<file path="config.mk">
export PLATFORM = sky130hd
export DESIGN_NAME = ram_port_arbiter
export DESIGN_NICKNAME = d
export VERILOG_FILES = /design/src/rtl/ram_port_arbiter.sv
export SDC_FILE = /design/constraint.sdc
export NUM_CORES = 1
export LEC_CHECK = 0
export CORE_MARGIN = 4
export CORE_UTILIZATION = 31
export DETAILED_ROUTE_END_ITERATION = 10
export PLACE_DENSITY_LB_ADDON = 0.12
export SLEW_MARGIN = 25
export SYNTH_ARGS = -nofsm -noshare
export SYNTH_HDL_FRONTEND = slang
export SYNTH_SLANG_ARGS = --single-unit
</file>
<file path="constraint.sdc">
create_clock -name clk -period 3.1 [get_ports clk]
set_input_delay 0.93 -clock clk [delete_from_list [all_inputs] [get_ports clk]]
set_output_delay 0.93 -clock clk [all_outputs]
set_load 0.005 [all_outputs]
</file>
<file path="src/rtl/ram_port_arbiter.sv">
// ram_port_arbiter
//   Two-requester round-robin arbiter for the single-port packet RAM. A is the
//   PIT datapath, B is the SPI/MCU readback path. Ownership is held for a whole
//   burst (until last, MAX_BURST beats, or the owner drops its request), and the
//   synchronous 1-cycle RAM read data is tagged back to the issuing requester.
// Ports
//   clk, rst                       clock, async active-high reset
//   req/we/last/addr/byte/wdata_x  requester x beat (x = a, b)
//   gnt_a, gnt_b                   current RAM owner (from state register)
//   rvalid_a, rvalid_b             rdata carries x's read result this cycle
//   rdata                          read data, straight from ram_q
//   ram_addr/byte/data/we, ram_q   RAM port
module ram_port_arbiter #(
  parameter int ADDR_W    = 10,
  parameter int BYTE_W    = 10,
  parameter int DATA_W    = 8,
  parameter int MAX_BURST = 64
) (
  input  logic              clk,
  input  logic              rst,
  input  logic              req_a,
  input  logic              we_a,
  input  logic              last_a,
  input  logic [ADDR_W-1:0] addr_a,
  input  logic [BYTE_W-1:0] byte_a,
  input  logic [DATA_W-1:0] wdata_a,
  input  logic              req_b,
  input  logic              we_b,
  input  logic              last_b,
  input  logic [ADDR_W-1:0] addr_b,
  input  logic [BYTE_W-1:0] byte_b,
  input  logic [DATA_W-1:0] wdata_b,
  output logic              gnt_a,
  output logic              gnt_b,
  output logic              rvalid_a,
  output logic              rvalid_b,
  output logic [DATA_W-1:0] rdata,
  output logic [ADDR_W-1:0] ram_addr,
  output logic [BYTE_W-1:0] ram_byte,
  output logic [DATA_W-1:0] ram_data,
  output logic              ram_we,
  input  logic [DATA_W-1:0] ram_q
);
  localparam int CNT_W = $clog2(MAX_BURST + 1);

  typedef enum logic [1:0] {IDLE, OWN_A, OWN_B} state_t;

  state_t           state;
  logic             ptr_b;   // 1: B wins the next tie
  logic [CNT_W-1:0] cnt;     // accepted beats in the current grant
  logic             acc_a, acc_b, at_max, rel_a, rel_b;

  assign gnt_a = (state == OWN_A);
  assign gnt_b = (state == OWN_B);

  assign acc_a  = gnt_a & req_a;
  assign acc_b  = gnt_b & req_b;
  // The beat being accepted now is the MAX_BURST-th one.
  assign at_max = (cnt == CNT_W'(MAX_BURST - 1));
  // Dropping req while owning is an abandon; otherwise the beat is accepted
  // and may end the grant through last or the burst limit.
  assign rel_a  = gnt_a & (~req_a | last_a | at_max);
  assign rel_b  = gnt_b & (~req_b | last_b | at_max);

  // A's inputs are selected in IDLE as well as OWN_A.
  assign ram_addr = gnt_b ? addr_b  : addr_a;
  assign ram_byte = gnt_b ? byte_b  : byte_a;
  assign ram_data = gnt_b ? wdata_b : wdata_a;
  assign ram_we   = (acc_a & we_a) | (acc_b & we_b);
  assign rdata    = ram_q;

  always_ff @(posedge clk or posedge rst) begin
    if (rst) begin
      state    <= IDLE;
      ptr_b    <= 1'b0;
      cnt      <= '0;
      rvalid_a <= 1'b0;
      rvalid_b <= 1'b0;
    end else begin
      // Tag follows the issuer, not the owner of the next cycle.
      rvalid_a <= acc_a & ~we_a;
      rvalid_b <= acc_b & ~we_b;
      case (state)
        IDLE: begin
          cnt <= '0;
          if (req_a && req_b) state <= ptr_b ? OWN_B : OWN_A;
          else if (req_a)     state <= OWN_A;
          else if (req_b)     state <= OWN_B;
        end
        OWN_A: begin
          if (rel_a) begin
            ptr_b <= 1'b1;
            cnt   <= '0;
            state <= req_b ? OWN_B : IDLE;
          end else if (acc_a) begin
            cnt <= cnt + 1'b1;
          end
        end
        OWN_B: begin
          if (rel_b) begin
            ptr_b <= 1'b0;
            cnt   <= '0;
            state <= req_a ? OWN_A : IDLE;
          end else if (acc_b) begin
            cnt <= cnt + 1'b1;
          end
        end
        default: begin
          state <= IDLE;
          cnt   <= '0;
        end
      endcase
    end
  end
endmodule

</file>
==> impl_metrics.xml <==
<?xml version="1.0" encoding="UTF-8"?>
<metrics>
  <group name="floorplanning">
    <metric name="core" unit="µm²">3360</metric>
    <metric name="initial_core_util" unit="%">32.2</metric>
    <metric name="io-pin-count" unit="">113</metric>
    <metric name="fp.dieArea" unit="µm²">4500</metric>
    <metric name="die_width" unit="µm">67.1</metric>
    <metric name="die_h" unit="µm">67.1</metric>
    <metric name="placementRows" unit="">21</metric>
  </group>
  <group name="sta">
    <metric name="finalSetupViolations" unit="">0</metric>
    <metric name="finalHoldViolCount" unit="">0</metric>
    <metric name="setup_skew" unit="ns">0.00555</metric>
    <metric name="worstMarginPinSlew" unit="ns">0.457</metric>
    <metric name="final_hold_slack" unit="ns">0.461</metric>
    <metric name="rsz_0062_raised_after_global_routing" unit="">false</metric>
    <metric name="finalCritPeriodShare" unit="%">96.3</metric>
    <metric name="final_max_slew_viols" unit="">0</metric>
    <metric name="setup_tns_after_final_layout" unit="ns">0</metric>
    <metric name="relSlewSlack" unit="%">69.5</metric>
    <metric name="period_needed" unit="ns">2.99</metric>
    <metric name="maximum_achievable_frequency" unit="MHz">335</metric>
  </group>
  <group name="global_routing">
    <metric name="grt_start_max_net_pins" unit="">22</metric>
    <metric name="gr-usage-all-layers" unit="%">13.3</metric>
    <metric name="grt_pass1_wl" unit="mm">4.66</metric>
    <metric name="grt_pass1_vias" unit="">1032</metric>
    <metric name="grt_antenna_before_repair" unit="">0</metric>
    <metric name="global_route.overflow_total" unit="">0</metric>
  </group>
  <group name="clocking">
    <metric name="cts_tree" unit="">done</metric>
    <metric name="clock_tree.buffer_depth" unit="">2</metric>
    <metric name="postCtsSetupBuffers" unit="">0</metric>
    <metric name="htree_num_levels" unit="">1</metric>
    <metric name="cts_bufs_inserted" unit="">3</metric>
    <metric name="clk_latency" unit="ns">0.27</metric>
    <metric name="clk_pin_slew_worst_paths" unit="ns">0.08</metric>
    <metric name="cts_hold_buffers" unit="">0</metric>
    <metric name="root_buffer" unit="">sky130_fd_sc_hd__clkbuf_4</metric>
    <metric name="clock_sinks" unit="">12</metric>
    <metric name="post_cts_gate_resize_count" unit="">0</metric>
  </group>
  <group name="setup_path">
    <metric name="worst-setup-path-type" unit="">flop to output port</metric>
    <metric name="biggest_cell_delay_along_the_critical_path" unit="ns">0.47</metric>
    <metric name="crit-reg2reg-launch" unit="">state[0]</metric>
    <metric name="critical_path.reg2reg.endpoint" unit="">state[1]</metric>
    <metric name="critPathSlowestCell" unit="">sky130_fd_sc_hd__clkdlybuf4s50_1</metric>
    <metric name="critical_path_data_arrival_time" unit="ns">2.06</metric>
    <metric name="timing.reg2reg.worst_path_depth" unit="">7</metric>
    <metric name="critical_path.endpoint_type" unit="">output port</metric>
    <metric name="path_cells" unit="">inv_1, ha_1, buf_6, mux2_2, clkdlybuf4s50_1</metric>
    <metric name="required" unit="ns">2.17</metric>
    <metric name="critPathLaunch" unit="">state[0]</metric>
    <metric name="setup.worst_path.end" unit="">ram_byte[1]</metric>
    <metric name="crit_path_max_fanout" unit="">21</metric>
    <metric name="startpoint_type" unit="">flop</metric>
    <metric name="r2r_setup_slack" unit="ns">1.38</metric>
  </group>
  <group name="routing">
    <metric name="detail_route.wirelength" unit="mm">3.34</metric>
    <metric name="postRouteAntennaNets" unit="">0</metric>
    <metric name="drt_pass1_iterations" unit="">4</metric>
    <metric name="post_drt_wl_per_cell" unit="µm">13.9</metric>
    <metric name="drc_errors" unit="">0</metric>
    <metric name="route.vias.total" unit="">1116</metric>
    <metric name="post_drt_via_cell_ratio" unit="">4.65</metric>
    <metric name="drt_iter0_markers" unit="">14</metric>
  </group>
  <group name="placed_design">
    <metric name="io_buffers" unit="">96</metric>
    <metric name="gp_routability_congestion" unit="">0.766</metric>
    <metric name="dpl.hpwl" unit="mm">2.86</metric>
    <metric name="placedInstanceArea" unit="µm²">2040</metric>
  </group>
  <group name="cells_and_area">
    <metric name="postLayoutCoreUtil" unit="%">61.6</metric>
    <metric name="syn2layout_area_growth" unit="%">91.6</metric>
    <metric name="n_antenna_cell" unit="">0</metric>
    <metric name="fraction_of_final_layout_cells_sized_beyond_drive_strength_1" unit="%">22.7</metric>
    <metric name="final_area" unit="µm²">2070</metric>
    <metric name="fin_nets" unit="">273</metric>
    <metric name="final_common_cell" unit="">sky130_fd_sc_hd__clkdlybuf4s50_1</metric>
    <metric name="most-common-layout-cells" unit="">sky130_fd_sc_hd__clkdlybuf4s50_1, sky130_fd_sc_hd__mux2_2, sky130_fd_sc_hd__dfrtp_1, sky130_fd_sc_hd__nor2_1, sky130_fd_sc_hd__inv_1</metric>
  </group>
  <group name="synth">
    <metric name="netlist-cell-type-count" unit="">28</metric>
    <metric name="synth_cells" unit="">103</metric>
    <metric name="syn_nets" unit="">180</metric>
    <metric name="synth_area_per_cell" unit="µm²">10.5</metric>
    <metric name="synth_sequential_area_ratio" unit="%">27.7</metric>
    <metric name="yosysWarnings" unit="">0</metric>
    <metric name="postSynthRegisterBits" unit="">12</metric>
    <metric name="netlist_area" unit="µm²">1080</metric>
  </group>
  <group name="min_path">
    <metric name="hold_path.class" unit="">flop to flop</metric>
  </group>
  <group name="power">
    <metric name="switching_share" unit="%">31.7</metric>
    <metric name="vdd.ir_drop.worst" unit="mV">0.253</metric>
    <metric name="p_sw" unit="µW">325</metric>
    <metric name="cellPowerDensity" unit="nW/µm²">494</metric>
    <metric name="p_comb_share" unit="%">71.6</metric>
    <metric name="p_int" unit="µW">700</metric>
    <metric name="share_seq_of_total_power" unit="%">18.9</metric>
    <metric name="power.share.clock" unit="%">9.5</metric>
    <metric name="leakagePower" unit="µW">0.000854</metric>
    <metric name="totalPowerFinal" unit="µW">1020</metric>
  </group>
  <group name="run_status">
    <metric name="outcome" unit="">complete, no violations</metric>
  </group>
  <group name="flow_run">
    <metric name="drv_cap" unit="">0</metric>
  </group>
</metrics>
[synthesized netlist by cell type]
cell / n / share of area [%]
sky130_fd_sc_hd__inv_1: 6 / 2.1
sky130_fd_sc_hd__nand4_1: 1 / 0.58
sky130_fd_sc_hd__a31oi_1: 1 / 0.58
sky130_fd_sc_hd__nand3_4: 1 / 1.6
sky130_fd_sc_hd__nand3b_2: 1 / 1.0
sky130_fd_sc_hd__a21boi_4: 1 / 1.7
sky130_fd_sc_hd__xor2_1: 2 / 1.6
sky130_fd_sc_hd__o22ai_4: 1 / 1.8
sky130_fd_sc_hd__and3b_1: 1 / 0.81
sky130_fd_sc_hd__and3_1: 1 / 0.58
sky130_fd_sc_hd__a21oi_1: 1 / 0.46
sky130_fd_sc_hd__nand3_1: 3 / 1.4
sky130_fd_sc_hd__ha_1: 5 / 5.8
sky130_fd_sc_hd__a21o_1: 2 / 1.4
sky130_fd_sc_hd__nor2b_1: 1 / 0.58
sky130_fd_sc_hd__nand2_1: 5 / 1.7
sky130_fd_sc_hd__buf_4: 8 / 5.5
sky130_fd_sc_hd__o21ai_2: 3 / 2.4
sky130_fd_sc_hd__mux2_2: 28 / 29
sky130_fd_sc_hd__o2111ai_1: 1 / 0.81
sky130_fd_sc_hd__buf_6: 1 / 1.0
sky130_fd_sc_hd__and3b_4: 1 / 1.2
sky130_fd_sc_hd__nor2_1: 9 / 3.1
sky130_fd_sc_hd__o21bai_4: 1 / 1.7
sky130_fd_sc_hd__xnor2_1: 2 / 1.6
sky130_fd_sc_hd__o21ai_0: 1 / 0.46
sky130_fd_sc_hd__buf_2: 3 / 1.4
sky130_fd_sc_hd__dfrtp_1: 12 / 28
[through the flow]
| stage | worst slack [ns] | cells |
|---|---|---|
| finish | 0.114 | 240 |
| global route | 0.00281 | 240 |
| CTS | 0.0326 | 240 |
| detailed placement | 0.0516 | 237 |
| global placement | 0.0573 | 237 |
| floorplan | 0.820 | 103 |
[routing by layer]
layer / routed length [µm] / GRT usage, % / up-vias
met2: 1610 / 23.2 / 69
met3: 488 / 5.23 / 8
met5: 0 / 0 / -
met1: 1210 / 14.9 / 503
li1: - / - / 536
met4: 42 / 3.29 / 0
[critical path, delay by kind of cell (launching register included)]
kind                       cells  cell delay (ns)
buffers and inverters          3             0.82
muxes                          1             0.35
DFF                            1             0.41
adders and majority gates      1             0.21
[registers in the layout, indices dropped and copies added, names as in the netlist]
name	cells
cnt	7
ptr_b	1
rvalid_a	1
rvalid_b	1
state	2
[worst min-delay path by stage]
stage,from,to,depth (start not counted)
after floorplan,cnt[0],cnt[0],1
after global placement,cnt[0],cnt[0],1
after detailed placement,cnt[0],cnt[0],1
after CTS,cnt[0],cnt[0],1
after global routing,cnt[0],cnt[0],1
final,cnt[0],cnt[0],1
[cells by family after synthesis]
logic type,share of synthesized area (%)
muxes,29.1
and+or+nand+nor,12.6
buffers and inverters,10.1
AOI/OAI and AO/OA,11.4
DFF,27.7
adders and majority gates,5.78
xor gates and xnor gates,3.24
[power groups by stage]
stage / registers (µW) / clock network (µW) / logic (µW)
finish: 194 / 96.9 / 734
detailed placement: 197 / 0 / 737
global placement: 195 / 0 / 720
CTS: 194 / 97.3 / 742
floorplan: 194 / 0 / 386
global route: 197 / 107 / 792
[layout make-up]
cell class / instances / area [µm²]
clock buffer: 3 / 22.5
fill: 310 / 1290
inverter: 6 / 22.5
multi-input combinational: 73 / 673
sequential: 12 / 300
tap: 46 / 57.6
timing repair buffer: 100 / 997
Power figures use the tool's default switching activity.
